### config.mk
export PLATFORM = sky130hd
export DESIGN_NAME = riscv_pipe_ctrl
export DESIGN_NICKNAME = d
export VERILOG_FILES = /design/src/rtl/riscv_pipe_ctrl.sv
export SDC_FILE = /design/constraint.sdc
export NUM_CORES = 1
export LEC_CHECK = 0
export CAP_MARGIN = 20
export CORE_ASPECT_RATIO = 0.7
export CORE_MARGIN = 5
export CORE_UTILIZATION = 35
export CTS_CLUSTER_SIZE = 12
export DETAILED_ROUTE_END_ITERATION = 6
export DONT_BUFFER_PORTS = 1
export PLACE_DENSITY = 0.54
export SYNTH_ARGS = -nofsm -noshare
export SYNTH_HDL_FRONTEND = slang
export SYNTH_SLANG_ARGS = --single-unit
export TNS_END_PERCENT = 10
### constraint.sdc
create_clock -name clk -period 2.2 [get_ports clk]
set_clock_uncertainty 0.1 [all_clocks]
set_input_delay 0.11 -clock clk [delete_from_list [all_inputs] [get_ports clk]]
set_output_delay 0.11 -clock clk [all_outputs]
set_load 0.03 [all_outputs]
### src/rtl/riscv_pipe_ctrl.sv
// riscv_pipe_ctrl: hazard, stall and flush controller for the in-order RISC-V pipeline.
// Tracks the writers in flight after ID (EX..WB) in a shift scoreboard, detects RAW and
// load-use hazards for the ID instruction, drives stall/bubble/flush, registers the EX
// forwarding selects and keeps saturating stall/flush cycle counters.
// Build option: define RISCV_PIPE_FWD_EN to enable forwarding; then only load-use
// hazards stall. Without it the forwarding selects are tied to 0 and ID waits until
// every matching producer has reached WB.
module riscv_pipe_ctrl #(
  parameter int unsigned  STAGES = 3,
  parameter int unsigned  REG_AW = 5,
  parameter int unsigned  CNT_W  = 16,
  localparam int unsigned FSEL_W = ($clog2(STAGES) > 1) ? $clog2(STAGES) : 1
) (
  input  logic              clk,
  input  logic              rst_n,
  input  logic              id_valid_i,
  input  logic [REG_AW-1:0] id_rs1_i,
  input  logic [REG_AW-1:0] id_rs2_i,
  input  logic              id_rs1_use_i,
  input  logic              id_rs2_use_i,
  input  logic [REG_AW-1:0] id_rd_i,
  input  logic              id_rd_we_i,
  input  logic              id_load_i,
  input  logic              br_taken_i,
  output logic              stall_o,
  output logic              bubble_o,
  output logic              flush_o,
  output logic [FSEL_W-1:0] fwd_a_sel_o,
  output logic [FSEL_W-1:0] fwd_b_sel_o,
  output logic [CNT_W-1:0]  stall_cnt_o,
  output logic [CNT_W-1:0]  flush_cnt_o
);

  // Scoreboard, index 0 = EX, STAGES-1 = WB
  logic [STAGES-1:0] r_vld;
  logic [STAGES-1:0] r_we;
  logic [STAGES-1:0] r_ld;
  logic [REG_AW-1:0] r_rd [STAGES];

  logic [STAGES-1:0] w_m1;
  logic [STAGES-1:0] w_m2;
  logic              w_hazard;
  logic              w_stall;
  logic              w_enter;
  logic              w_unused;

  logic [CNT_W-1:0]  r_stall_cnt;
  logic [CNT_W-1:0]  r_flush_cnt;

  // Per-stage source match; x0 and unused sources never match
  always_comb begin
    w_m1 = '0;
    w_m2 = '0;
    for (int k = 0; k < int'(STAGES); k++) begin
      w_m1[k] = id_rs1_use_i && (id_rs1_i != '0) && r_vld[k] && r_we[k] &&
                (r_rd[k] == id_rs1_i);
      w_m2[k] = id_rs2_use_i && (id_rs2_i != '0) && r_vld[k] && r_we[k] &&
                (r_rd[k] == id_rs2_i);
    end
  end

`ifdef RISCV_PIPE_FWD_EN
  // Only a load sitting in EX cannot be forwarded in time
  assign w_hazard = (w_m1[0] | w_m2[0]) & r_ld[0];
  // Load flag past EX and the WB-stage match bits carry no decision in this mode
  assign w_unused = r_ld[STAGES-1];
`else
  // Any writer not yet in WB blocks the reader; WB writes through the register file
  assign w_hazard = |(w_m1[STAGES-2:0] | w_m2[STAGES-2:0]);
  assign w_unused = ^{r_ld[STAGES-1], w_m1[STAGES-1], w_m2[STAGES-1]};
`endif

  // A taken branch kills the ID instruction, so it overrides the stall
  assign w_stall  = id_valid_i & w_hazard & ~br_taken_i;
  assign w_enter  = id_valid_i & ~w_stall & ~br_taken_i;

  assign stall_o  = w_stall;
  assign bubble_o = w_stall | br_taken_i;
  assign flush_o  = br_taken_i;

  // Scoreboard shifts every cycle; the back end never stalls
  always_ff @(posedge clk or negedge rst_n) begin
    if (!rst_n) begin
      r_vld <= '0;
      r_we  <= '0;
      r_ld  <= '0;
      for (int k = 0; k < int'(STAGES); k++) begin
        r_rd[k] <= '0;
      end
    end else begin
      r_vld    <= {r_vld[STAGES-2:0], w_enter};
      r_we     <= {r_we[STAGES-2:0], w_enter & id_rd_we_i};
      r_ld     <= {r_ld[STAGES-2:0], w_enter & id_load_i};
      r_rd[0]  <= id_rd_i;
      for (int k = 1; k < int'(STAGES); k++) begin
        r_rd[k] <= r_rd[k-1];
      end
    end
  end

`ifdef RISCV_PIPE_FWD_EN
  logic [FSEL_W-1:0] w_sel_a;
  logic [FSEL_W-1:0] w_sel_b;
  logic [FSEL_W-1:0] r_fwd_a;
  logic [FSEL_W-1:0] r_fwd_b;

  // Youngest match wins: scan oldest to youngest so the lowest index is written last
  always_comb begin
    w_sel_a = '0;
    w_sel_b = '0;
    for (int k = int'(STAGES) - 1; k >= 0; k--) begin
      if (w_m1[k]) w_sel_a = (k < int'(STAGES) - 1) ? FSEL_W'(k + 1) : '0;
      if (w_m2[k]) w_sel_b = (k < int'(STAGES) - 1) ? FSEL_W'(k + 1) : '0;
    end
  end

  // Selects are captured as the consumer moves into EX, cleared otherwise
  always_ff @(posedge clk or negedge rst_n) begin
    if (!rst_n) begin
      r_fwd_a <= '0;
      r_fwd_b <= '0;
    end else begin
      r_fwd_a <= w_enter ? w_sel_a : '0;
      r_fwd_b <= w_enter ? w_sel_b : '0;
    end
  end

  assign fwd_a_sel_o = r_fwd_a;
  assign fwd_b_sel_o = r_fwd_b;
`else
  assign fwd_a_sel_o = '0;
  assign fwd_b_sel_o = '0;
`endif

  // Saturating performance counters
  always_ff @(posedge clk or negedge rst_n) begin
    if (!rst_n) begin
      r_stall_cnt <= '0;
      r_flush_cnt <= '0;
    end else begin
      if (w_stall && (r_stall_cnt != '1)) r_stall_cnt <= r_stall_cnt + CNT_W'(1);
      if (br_taken_i && (r_flush_cnt != '1)) r_flush_cnt <= r_flush_cnt + CNT_W'(1);
    end
  end

  assign stall_cnt_o = r_stall_cnt;
  assign flush_cnt_o = r_flush_cnt;

endmodule
**After elaboration in Yosys (flattened, before gate mapping)**

Index checks and enable logic that the tools add are counted.

- Add/sub/neg operators: 2
- Eq/ne operators: 6
- Bitwise operators: 9
- Reduce and logical (&&, ||, !) cells: 19

Operators with widths:

| operator | number |
|---|---|
| $add 16x1->16 const B | 2 |
| $ne 16x16->1 const B | 2 |
| $eq 5x5->1 | 4 |
| $logic_and 1x1->1 | 16 |
| $reduce_bool 5->1 | 2 |
| $and 1x1->1 | 5 |
| $not 1->1 | 2 |
| $or 2x2->2 | 1 |
| $reduce_or 2->1 | 1 |
| $or 1x1->1 | 1 |

- Bits in registers: 46
- Input bits: 23
- Output and inout bits: 39
- Word-level logic and storage cells: 42

**Longest topological paths before layout**

Gate-level depths: netlist of the first run.

- Word-level depth: 13
- Gate-level depth with buffers: 9

**Worst setup path after synthesis of the first run**

No wires, ideal clock.

- Kind: reg2reg
- Start: register r_flush_cnt[0] (netlist: flush_cnt_o[0])
- End: register r_flush_cnt[13] (netlist: flush_cnt_o[13])
- Setup time: 0.137 ns
- Arrival time: 1.961 ns
- Slack: 0.003 ns
- Cell stages (with the launch flop): 10
- Path buffers: 1
- Cell sequence: dfrtp_1 > ha_1 > nand2_1 > nor4_2 > a21boi_2 > nand4_1 > or2_1 > buf_2 > nor2_1 > xor2_1

- Word-level cells in the longest chain between the ends: 2

Ends and longest elaborated chain:

| what | RTL line | source |
|---|---|---|
| from (decl) | 48 | `logic [CNT_W-1:0] r_flush_cnt;` |
| from (signal assigned) | 142 | `if (br_taken_i && (r_flush_cnt != '1)) r_flush_cnt <= r_flush_cnt + CNT_W'(1);` |
| parallel branches: the longest is 2 deep, another holds $add 16x1->16 | n/a |  |

Several ways; the timed one is not identified.
A chain may end at the register's enable or synchronous reset.

**Worst setup path in the final report of the first run**

- Start: register r_rd[11] in the netlist's numbering
- End: output bubble_o

- Word-level cells in the longest chain between the ends: 7

Ends and longest elaborated chain:

| what | RTL line | source |
|---|---|---|
| from (decl) | 38 | `logic [REG_AW-1:0] r_rd [STAGES];` |
| from (signal, indexed assignment) | 96 | `r_rd[k] <= r_rd[k-1];` |
| $eq 5x5->1 (on tied branches) | 56, 58 |  |
| $logic_and 1x1->1 (on tied branches) | 55, 57 |  |
| $or 2x2->2 * | 69 | `assign w_hazard = \|(w_m1[STAGES-2:0] \| w_m2[STAGES-2:0]);` |
| $reduce_or 2->1 * | 69 |  |
| $and 1x1->1 * (2 in series) | 74 | `assign w_stall = id_valid_i & w_hazard & ~br_taken_i;` |
| $or 1x1->1 * | 78 | `assign bubble_o = w_stall \| br_taken_i;` |
| to (decl) | 26 | `output logic bubble_o,` |

Mark *: on every way between the ends. The rest lies on a longest branch, timed or not.

==> summary.txt, run 1 <==
Layout
  – Final core utilization: between 40% and 50%
  – Final #Nets: around 270
  – Antenna cells: 0
  – Share of layout cells above drive strength 1: 22.95%
  – Layout area overhead: 23.05%

Placed design
  – PortBufs: 0
  – Gpl congestion: 0.8283
  – Dpl hpwl: 3.676 mm

STA
  – Setup violations, final: 0
  – Total negative slack: 0 ns
  – Final count of pins violating max slew: 0
  – Crit path time final: 2.043 ns
  – Final hold viol count: 0
  – Max Clk Rate: 489.4 MHz
  – RSZ-0062 raised after global routing: false
  – Ratio of final minimum period to clock period: 92.88%

GRT
  – First-pass GRT wire length: 8.418 mm
  – GR Overflow Total: 0
  – Largest net degree at the start of global routing: 47
  – Vias in the first global route: 1650
  – GRT Total Usage: approximately an eighth
  – Initial antenna violation count: 0

CTS
  – Clock slew at reported path FFs: 0.08 ns
  – Clk buf depth: 2
  – Root buf cell: clkbuf_8
  – # clock sinks: 46
  – Clock Latency Late Sink: about 0.30 ns
  – TritonCTS clock tree: done
  – Clock buffer count from CTS: 5
  – CTS H-tree lvls: 2

Yosys
  – Asr flop ratio synth: 100.0%
  – Leading area contributor after synthesis: dfrtp_1
  – Synth cell types: 35
  – Seq/Total Area, Yosys: 51.98%
  – Most common cell in the netlist: dfrtp_1
  – Top cells by area, synth: dfrtp_1 52%, xnor2_1 13%, xor2_1 5.9%, nand4_1 3.1%, nand3_1 2.9%
  – Syn Std Cell Area: 0.002215 mm2
  – Synthesis-stage register bit count: 46
  – Synth Flop Type: dfrtp_1
  – Post-synth EDFFs: 0
  – Top post-synthesis cells by count: 46 x dfrtp_1, 33 x xnor2_1, 17 x nand2_1
  – Top cell type's share of synthesized area: 51.98%
  – Syn avg cell area: 11.07 um2
  – Mapped Cells: 200
  – Synth Warn #: 0

Min path
  – HP Class: primary input to register
  – Worst Hold Depth: 3
  – Worst Hold Launch: br_taken_i
  – Worst hold endpoint: flush_cnt_o[1]

Run
  – Max Cap Viol: 0

Die
  – Die height: 76.56 um
  – Die area: 0.008044 mm2
  – Row cnt: 24
  – IO Pins: 62
  – Core area: 0.006186 mm2
  – Die W: roughly 110 um
  – Initial core utilization: 35.80%

Critical path
  – Critical path arrival: 1.83 ns
  – CP Class: register to primary output
  – R2R depth: 8
  – Crit path from: r_rd[11]
  – Reg2reg start: flush_cnt_o[0]
  – Nature of the critical path endpoint: primary output
  – Worst reg2reg setup slack: about 0.21 ns
  – R2r endpoint: flush_cnt_o[15]
  – Critical Path Source Type: register
  – Req. time, crit path: 1.99 ns
  – CP Max Fanout: 6

Power
  – Leakage: 0.001244 uW
  – Pwr dens: 697.1 mW/mm2
  – Max rail drop VDD: 0.5597 mV

Drt
  – Drt drc: 0
  – Via count: between 1.5k and 2k
  – DR iter-0 viols: 42
  – Final WL: 4.831 mm
  – Pre-antenna DRT Iters: 4
  – Wirelength per Cell: 15.00 um
  – Final antenna-violating net count: 0
  – DR vias/cell: 4.854

Run status
  – Status: finished, final reports clean
==> metrics by stage <==
step                      setup slack (ns)  power [uW]  cells  area (um2)  hold WS (ns)
after floorplan                   0.002523        1263    203        2226       -0.2856
after global placement              0.1975        1386    306        2510       -0.2836
after detailed placement            0.1559        1390    306        2510       -0.2836
after CTS                          0.03052        1921    322        2698       0.01521
after global routing               0.01148        2014    322        2725       0.04648
final                               0.1566        1900    322        2725       0.01838
==> kinds of logic after synthesis <==
family | count (synthesis) | share of synthesized area (%)
and+or+nand+nor | 79 | 20.28
xor gates and xnor gates | 48 | 18.98
DFF | 46 | 51.98
AOI/OAI and AO/OA | 14 | 4.181
buffers and inverters | 9 | 2.768
adders and majority gates | 2 | 1.130
other | 1 | 0.1693
muxes | 1 | 0.5084
==> final cells by class <==
cell class | count | area, um2
clock buffers | 5 | 68.82
clock inverters | 2 | 10.01
fillers | 595 | 3461
inverters | 2 | 7.507
multi-input cells | 148 | 1042
flip-flops and latches | 46 | 1151
well taps | 78 | 97.59
repair buffers | 41 | 347.8
==> per-layer routing <==
layer	part of all wire [%]	track usage, %
met5	0	0
met4	1.3	3.448
met3	8.7	5.334
met2	42	17.78
met1	48	18.19
==> repair_timing <==
item	CTS	global route
hold buffers	9	0
buffers inserted	0	0
gates resized for setup	1	5
hold endpoints to repair	55	0
endpoints found under the setup margin	1	5
==> cell usage in the layout (no fill, tap or decap), drive strengths merged, types with 2 or more instances in the layout <==
| cell | n |
|---|---|
| o21ai | 4 |
| dfrtp | 46 |
| or4 | 2 |
| conb | 4 |
| xor2 | 15 |
| nand2 | 19 |
| buf | 33 |
| nor4 | 5 |
| and4 | 5 |
| nand4 | 11 |
| xnor2 | 33 |
| nand3 | 13 |
| and3 | 5 |
| and2 | 6 |
| nor3 | 2 |
| o211ai | 2 |
| nor2 | 7 |
| ha | 2 |
| clkinv | 2 |
| a21oi | 5 |
| inv | 2 |
| nor2b | 2 |
| dlygate4sd3 | 8 |
| clkbuf | 5 |
==> sequential cells by signal, indices dropped and copies added, names as in the netlist <==
name         cells
flush_cnt_o     16
r_vld            2
stall_cnt_o     16
r_rd            10
r_we             2
==> worst max-delay path by stage <==
| stage | end | slack (ns) | cells past startpoint |
|---|---|---|---|
| detailed placement | flush_cnt_o[15] | 0.16 | 8 |
| global placement | stall_cnt_o[1] | 0.20 | 6 |
| CTS | bubble_o | 0.03 | 6 |
| finish | bubble_o | 0.16 | 6 |
| global route | bubble_o | 0.01 | 6 |
| floorplan | flush_cnt_o[13] | 0.003 | 9 |
==> worst max-delay path: stages (launching register included) <==
cell and delay [ns]:
dfrtp_1 0.43, xnor2_1 0.22, nand3_1 0.12, nor4_2 0.21, o211ai_1 0.15, nand2_2 0.16, a21o_2 0.25
==> power breakdown <==
group          switching (uW)  internal [uW]  leakage [uW]  total (uW)
Sequential               42.2            916      0.000600         958
Combinational             287            166      0.000600         453
Clock                     275            214     0.0000438         489
Total                     604           1300       0.00124        1900
No activity file was read; power rests on OpenSTA's default activity.
==> inputs of run 2 (changes only) <==
- CORE_UTILIZATION: 35 -> 24
- PLACE_DENSITY: 0.54 -> 0.42
- SKIP_CTS_REPAIR_TIMING: default -> 1
==> run 2 against run 1 <==
Against the previous run: first-iteration DRC count up 52%; final area increased by 5.0%; sequential cell count stayed put; register-to-register slack lost 0.02 ns; global-route usage decreased by 3.0 points; clock-buffer cell count rose by 2; utilization shrank 12 points; largest power group unchanged; highest routed layer unchanged.
==> summary.txt, run 2 (synthesis results as in run 1) <==
Min path
  – Worst hold endpoint: flush_cnt_o[1]
  – Worst Hold Launch: br_taken_i
  – Worst Hold Depth: 3
  – HP Class: primary input to register

Drt
  – DR iter-0 viols: 64
  – DR vias/cell: 4.310
  – Final WL: 5.250 mm
  – Pre-antenna DRT Iters: 4
  – Final antenna-violating net count: 0
  – Wirelength per Cell: 14.15 um
  – Drt drc: 0
  – Via count: 1599

Run status
  – Status: finished, final reports clean

Placed design
  – Dpl hpwl: 4.013 mm
  – PortBufs: 0
  – Gpl congestion: 0.7978
  – Pre-CTS setup slack: 0.1656 ns
  – Placed inst area: ~0.0026 mm2

Die
  – Die height: 90.37 um
  – Die area: 0.01128 mm2
  – Initial core utilization: between 20% and 30%
  – Core area: 0.009035 mm2
  – IO Pins: 62
  – Row cnt: 29
  – Die W: 124.8 um

Critical path
  – Crit path cell chain: xnor2_1 > nand3_1 > nor4_1 > o211ai_1 > nand2_2 > a21o_2
  – Critical Path Source Type: register
  – Reg2reg start: flush_cnt_o[0]
  – CP Class: register to primary output
  – Critical Path Stages: 6
  – Crit-path max cell delay: 0.41 ns
  – Crit path from: r_rd[6]
  – Top delay family on crit path: simple AND/OR/NAND/NOR gates
  – Req. time, crit path: approximately 2 ns
  – Buffers plus inverters on the worst setup path: 0
  – R2R depth: 8
  – Slowest CP cell: dfrtp_1
  – Critical path arrival: 1.84 ns
  – Nature of the critical path endpoint: primary output
  – CP Max Fanout: 6
  – Worst reg2reg setup slack: 0.19 ns
  – R2r endpoint: flush_cnt_o[15]

Layout
  – Final core utilization: 31.66%
  – Share of layout cells above drive strength 1: 23.08%
  – Fill count: 937
  – Design area: 0.002860 mm2
  – Layout area overhead: 29.15%
  – Commonest non-fill, non-tap cell in the layout: dfrtp_1
  – Final #Nets: around 270
  – Antenna cells: 0
  – Commonest non-fill, non-tap cells in the layout: 46 x dfrtp_1, 34 x buf_4, 33 x xnor2_1, 17 x nand2_1, 15 x xor2_1

GRT
  – Vias in the first global route: 1637
  – GR Overflow Total: 0
  – GRT Total Usage: 9.765%
  – Largest net degree at the start of global routing: 47
  – First-pass GRT wire length: 8.776 mm
  – Initial antenna violation count: 0

CTS
  – Clock slew at reported path FFs: 0.06 ns
  – Clock Latency Late Sink: 0.28 ns
  – # clock sinks: 46
  – Clk buf depth: 2
  – Root buf cell: clkbuf_16
  – TritonCTS clock tree: done
  – Clock buffer count from CTS: 5
  – CTS H-tree lvls: 2

STA
  – Max Clk Rate: ~490 MHz
  – Total negative slack: 0 ns
  – Setup violations, final: 0
  – WHS: approximately 0.042 ns
  – Final WS setup: around 0.15 ns
  – Final hold viol count: 0
  – Crit path time final: 2.050 ns
  – Final count of pins violating max slew: 0
  – RSZ-0062 raised after global routing: true
  – Ratio of final minimum period to clock period: between 90 and 100%

Run
  – Max Cap Viol: 0

Power
  – Max rail drop VDD: 0.5353 mV
  – Leakage: 0.001284 uW
  – Pwr dens: 764.9 mW/mm2
run 2: per-layer routing:
layer	part of all wire [%]	global-route usage [%]
met1	50	13.66
met3	8.9	5.083
met4	1.3	2.978
met2	40	12.86
met5	0	0
run 2: power by group:
part	switching [uW]	internal, uW
registers	47.4	917
clock network	312	451
logic	293	167
total	653	1530
run 2: final cells by class:
type	instances	area (um2)	share of cell area, %
Timing Repair Buffer	43	362.8	12.69
Sequential cell	46	1151	40.24
Clock inverter	1	5.005	0.1750
Multi-Input combinational cell	148	1036	36.22
Inverter	2	7.507	0.2625
Clock buffer	7	142.6	4.987
Tap cell	124	155.1	5.424
run 2: worst register-to-register path, cell delays in order (launching register included):
cell	delay, ns
dfrtp_1	0.39
ha_1	0.24
nand2_1	0.11
nor4_2	0.07
a21boi_2	0.24
nand4_1	0.21
or2_4	0.31
nor3_2	0.13
xor2_1	0.15
run 2: through the flow:
stage | std cells | total power [uW]
2_1_floorplan | 203 | 1263
3_3_place_gp | 354 | 1403
3_5_place_dp | 354 | 1401
4_1_cts | 362 | 2188
5_1_grt | 371 | 2319
6_report | 371 | 2188
run 2: worst max-delay path by stage:
| stage | end | slack, ns |
|---|---|---|
| 2_1_floorplan | flush_cnt_o[13] | 0.003 |
| 3_3_place_gp | stall_cnt_o[1] | 0.17 |
| 6_report | bubble_o | 0.15 |
| 4_1_cts | bubble_o | -0.02 |
| 3_5_place_dp | flush_cnt_o[9] | 0.17 |
| 5_1_grt | flush_cnt_o[15] | -0.007 |
==> inputs of run 3 (changes only) <==
- ABC_AREA: default -> 1
==> run 3 against run 2 <==
Against the previous run: the flow now finishes with violations (negative hold slack); die area up 25%; clock-buffer cell count decreased by 1; area after synthesis increased by 28%; global-route usage increased by 1.4 points; sequential share of layout area is 6.8 points lower.
==> summary.txt, run 3 <==
GRT
  – First-pass GRT wire length: 12.50 mm
  – GRT Total Usage: approximately 11%
  – GR Overflow Total: 0
  – Largest net degree at the start of global routing: 47
  – Initial antenna violation count: 0
  – Vias in the first global route: 2397

Yosys
  – Asr flop ratio synth: 100.0%
  – Synth Flop Type: dfrtp_1
  – Synthesis-stage register bit count: 46
  – Top cells by area, synth: dfrtp_1 41%, nand2_1 18%, inv_1 5.7%, nor2_1 5.7%, nand4_1 5.3%
  – Mapped Cells: 385
  – Synth cell types: 29
  – Syn Std Cell Area: 0.002830 mm2
  – Seq/Total Area, Yosys: 40.67%
  – Most common cell in the netlist: nand2_1
  – Syn avg cell area: 7.351 um2
  – Leading area contributor after synthesis: dfrtp_1
  – Top post-synthesis cells by count: 132 x nand2_1, 46 x dfrtp_1, 43 x inv_1, 43 x nor2_1, 24 x nand4_1
  – Synth Warn #: 0
  – Top cell type's share of synthesized area: between 40 and 50%
  – Post-synth EDFFs: 0

Drt
  – Top layer used by detailed routing: met4
  – Routed wl met2: 3.065 mm
  – DR iter-0 viols: around 110
  – Final WL: around 7.7 mm
  – DRT met1 WL: 4.088 mm
  – Via count: 2442
  – Drt drc: 0
  – DR vias/cell: between 4 and 5
  – Pre-antenna DRT Iters: 4
  – Final antenna-violating net count: 0
  – Wirelength per Cell: 13.26 um
  – DR WL met3: 474 um

STA
  – Total negative slack: 0 ns
  – Ratio of final minimum period to clock period: 91.86%
  – WHS: -0.01423 ns
  – Final count of pins violating max slew: 0
  – Setup violations, final: 0
  – RSZ-0062 raised after global routing: false
  – Max Clk Rate: 494.8 MHz
  – Crit path time final: 2.021 ns
  – Final hold viol count: 1

Layout
  – Commonest non-fill, non-tap cell in the layout: nand2_1
  – Final #Nets: between 400 and 500
  – Fill count: ~1.3k
  – Share of layout cells above drive strength 1: 13.44%
  – Layout area overhead: 21.71%
  – Antenna cells: 0
  – Commonest non-fill, non-tap cells in the layout: 132 x nand2_1, 46 x dfrtp_1, 43 x inv_1, 42 x nor2_1, 29 x buf_4

Critical path
  – Buffers plus inverters on the worst setup path: 2
  – Nature of the critical path endpoint: primary output
  – Crit-path max cell delay: roughly 0.41 ns
  – R2R depth: 9
  – Critical path arrival: 1.81 ns
  – Top delay family on crit path: simple AND/OR/NAND/NOR gates
  – Slowest CP cell: dfrtp_1
  – Worst reg2reg setup slack: 0.25 ns
  – Reg2reg start: stall_cnt_o[1]
  – Critical Path Source Type: register
  – Crit path cell chain: inv_1 > nand2_1 > nand2_1 > nor2_1 > nand3_1 > nor2_1 > nor2_1 > nand2_2 > nand2_1 > nor2_1 > buf_4
  – Req. time, crit path: 1.99 ns
  – Most frequent CP cell: nor2_1
  – R2r endpoint: stall_cnt_o[9]
  – CP Max Fanout: 4
  – CP Class: register to primary output

Die
  – Initial core utilization: 24.31%
  – Die W: ~140 um
  – Die height: 100.9 um
  – Die area: 0.01410 mm2
  – Core area: between 0.01 and 0.015 mm2
  – Row cnt: 33
  – IO Pins: 62

CTS
  – Clock buffer count from CTS: 5
  – Clock slew at reported path FFs: 0.07 ns
  – CTS H-tree lvls: 2
  – Clock Latency Late Sink: 0.29 ns
  – Root buf cell: clkbuf_16
  – Clk buf depth: 2
  – # clock sinks: 46
  – TritonCTS clock tree: done

Min path
  – Worst hold endpoint: stall_cnt_o[2]
  – Worst Hold Depth: 4
  – HP Class: primary input to register
  – Worst Hold Launch: id_valid_i

Run status
  – Status: complete, but fails checks
  – Failing checks: negative hold slack

Placed design
  – PortBufs: 0
  – Dpl hpwl: 5.802 mm
  – Gpl congestion: 0.8591

Power
  – Leakage: 0.001808 uW
  – Max rail drop VDD: 0.5148 mV
  – Pwr dens: 654.8 mW/mm2

Run
  – Max Cap Viol: 0
-- run 3: cell count changes in the layout (fill, tap and decap cells not counted), sizes merged, moves of 3 or more --
| cell | change |
|---|---|
| inv | +48 |
| nand2 | +118 |
| nand4 | +14 |
| buf | -5 |
| nor4 | -3 |
| and2 | -6 |
| nor3 | +6 |
| xnor2 | -19 |
| and4 | -5 |
| and3 | -5 |
| a21oi | -4 |
| nand3 | +10 |
| nor2 | +40 |
-- run 3: cell families (layout without fill, tap and decap cells) --
| group | count (synthesis) | count (layout) | synth area share, % |
|---|---|---|---|
| flip-flops | 46 | 46 | 40.67 |
| buffers and inverters | 60 | 96 | 9.240 |
| other | 1 | 4 | 0.1325 |
| AND/OR/NAND/NOR | 242 | 242 | 38.95 |
| adder cells (fa/ha/maj) | 2 | 2 | 0.8840 |
| XOR/XNOR | 31 | 31 | 9.593 |
| AO/OA/AOI/OAI | 3 | 3 | 0.5300 |
-- run 3: metrics by stage --
step / instances / setup WS (ns) / util, % / total power (uW) / area [um2]
floorplan: 388 / 0.2912 / - / 1316 / 2841
global placement: 565 / 0.2621 / 27.36 / 1470 / 3186
detailed placement: 565 / 0.2617 / 27.36 / 1469 / 3186
CTS: 571 / 0.1303 / 28.55 / 2251 / 3324
global route: 581 / 0.01237 / 29.58 / 2397 / 3445
finish: 581 / 0.1791 / 29.58 / 2256 / 3445
-- run 3: worst max-delay path by stage --
stage,endpoint,slack [ns],cells after the start,start
after CTS,stall_o,0.13,11,r_rd[13]
after floorplan,stall_cnt_o[10],0.29,10,stall_cnt_o[0]
after global routing,stall_o,0.01,11,r_rd[13]
after global placement,flush_cnt_o[13],0.26,10,flush_cnt_o[0]
after detailed placement,stall_cnt_o[9],0.26,9,stall_cnt_o[1]
final,stall_o,0.18,11,r_rd[8]
-- run 3: worst reg2reg max path, cell delays in order, from the launching register on --
cell	delay, ns
dfrtp_1	0.39
ha_1	0.21
nand3_2	0.13
nor3_4	0.23
nand2_2	0.12
nor2_4	0.12
nand2_4	0.15
nand4_4	0.26
nand2_1	0.09
nand2_1	0.09
-- run 3: routing by layer --
metal | track usage [%] | up-vias
li1 | - | 1270
met1 | 16.05 | 1111
met2 | 15.92 | 54
met3 | 3.936 | 7
met4 | 2.978 | 0
met5 | 0 | -
-- run 3: layout make-up --
type	instances	area [um2]	area share (%)
flip-flops and latches	46	1151	33.42
repair buffers	39	335.3	9.735
multi-input cells	282	1431	41.55
well taps	157	196.4	5.703
clock buffers	6	138.9	4.032
inverters	51	191.4	5.558
-- run 3: power breakdown --
part	leakage (uW)	internal, uW	switching, uW	total, uW
clock	0.0000688	440	324	764
sequential	0.000595	918	58.7	977
combinational	0.00114	178	336	514
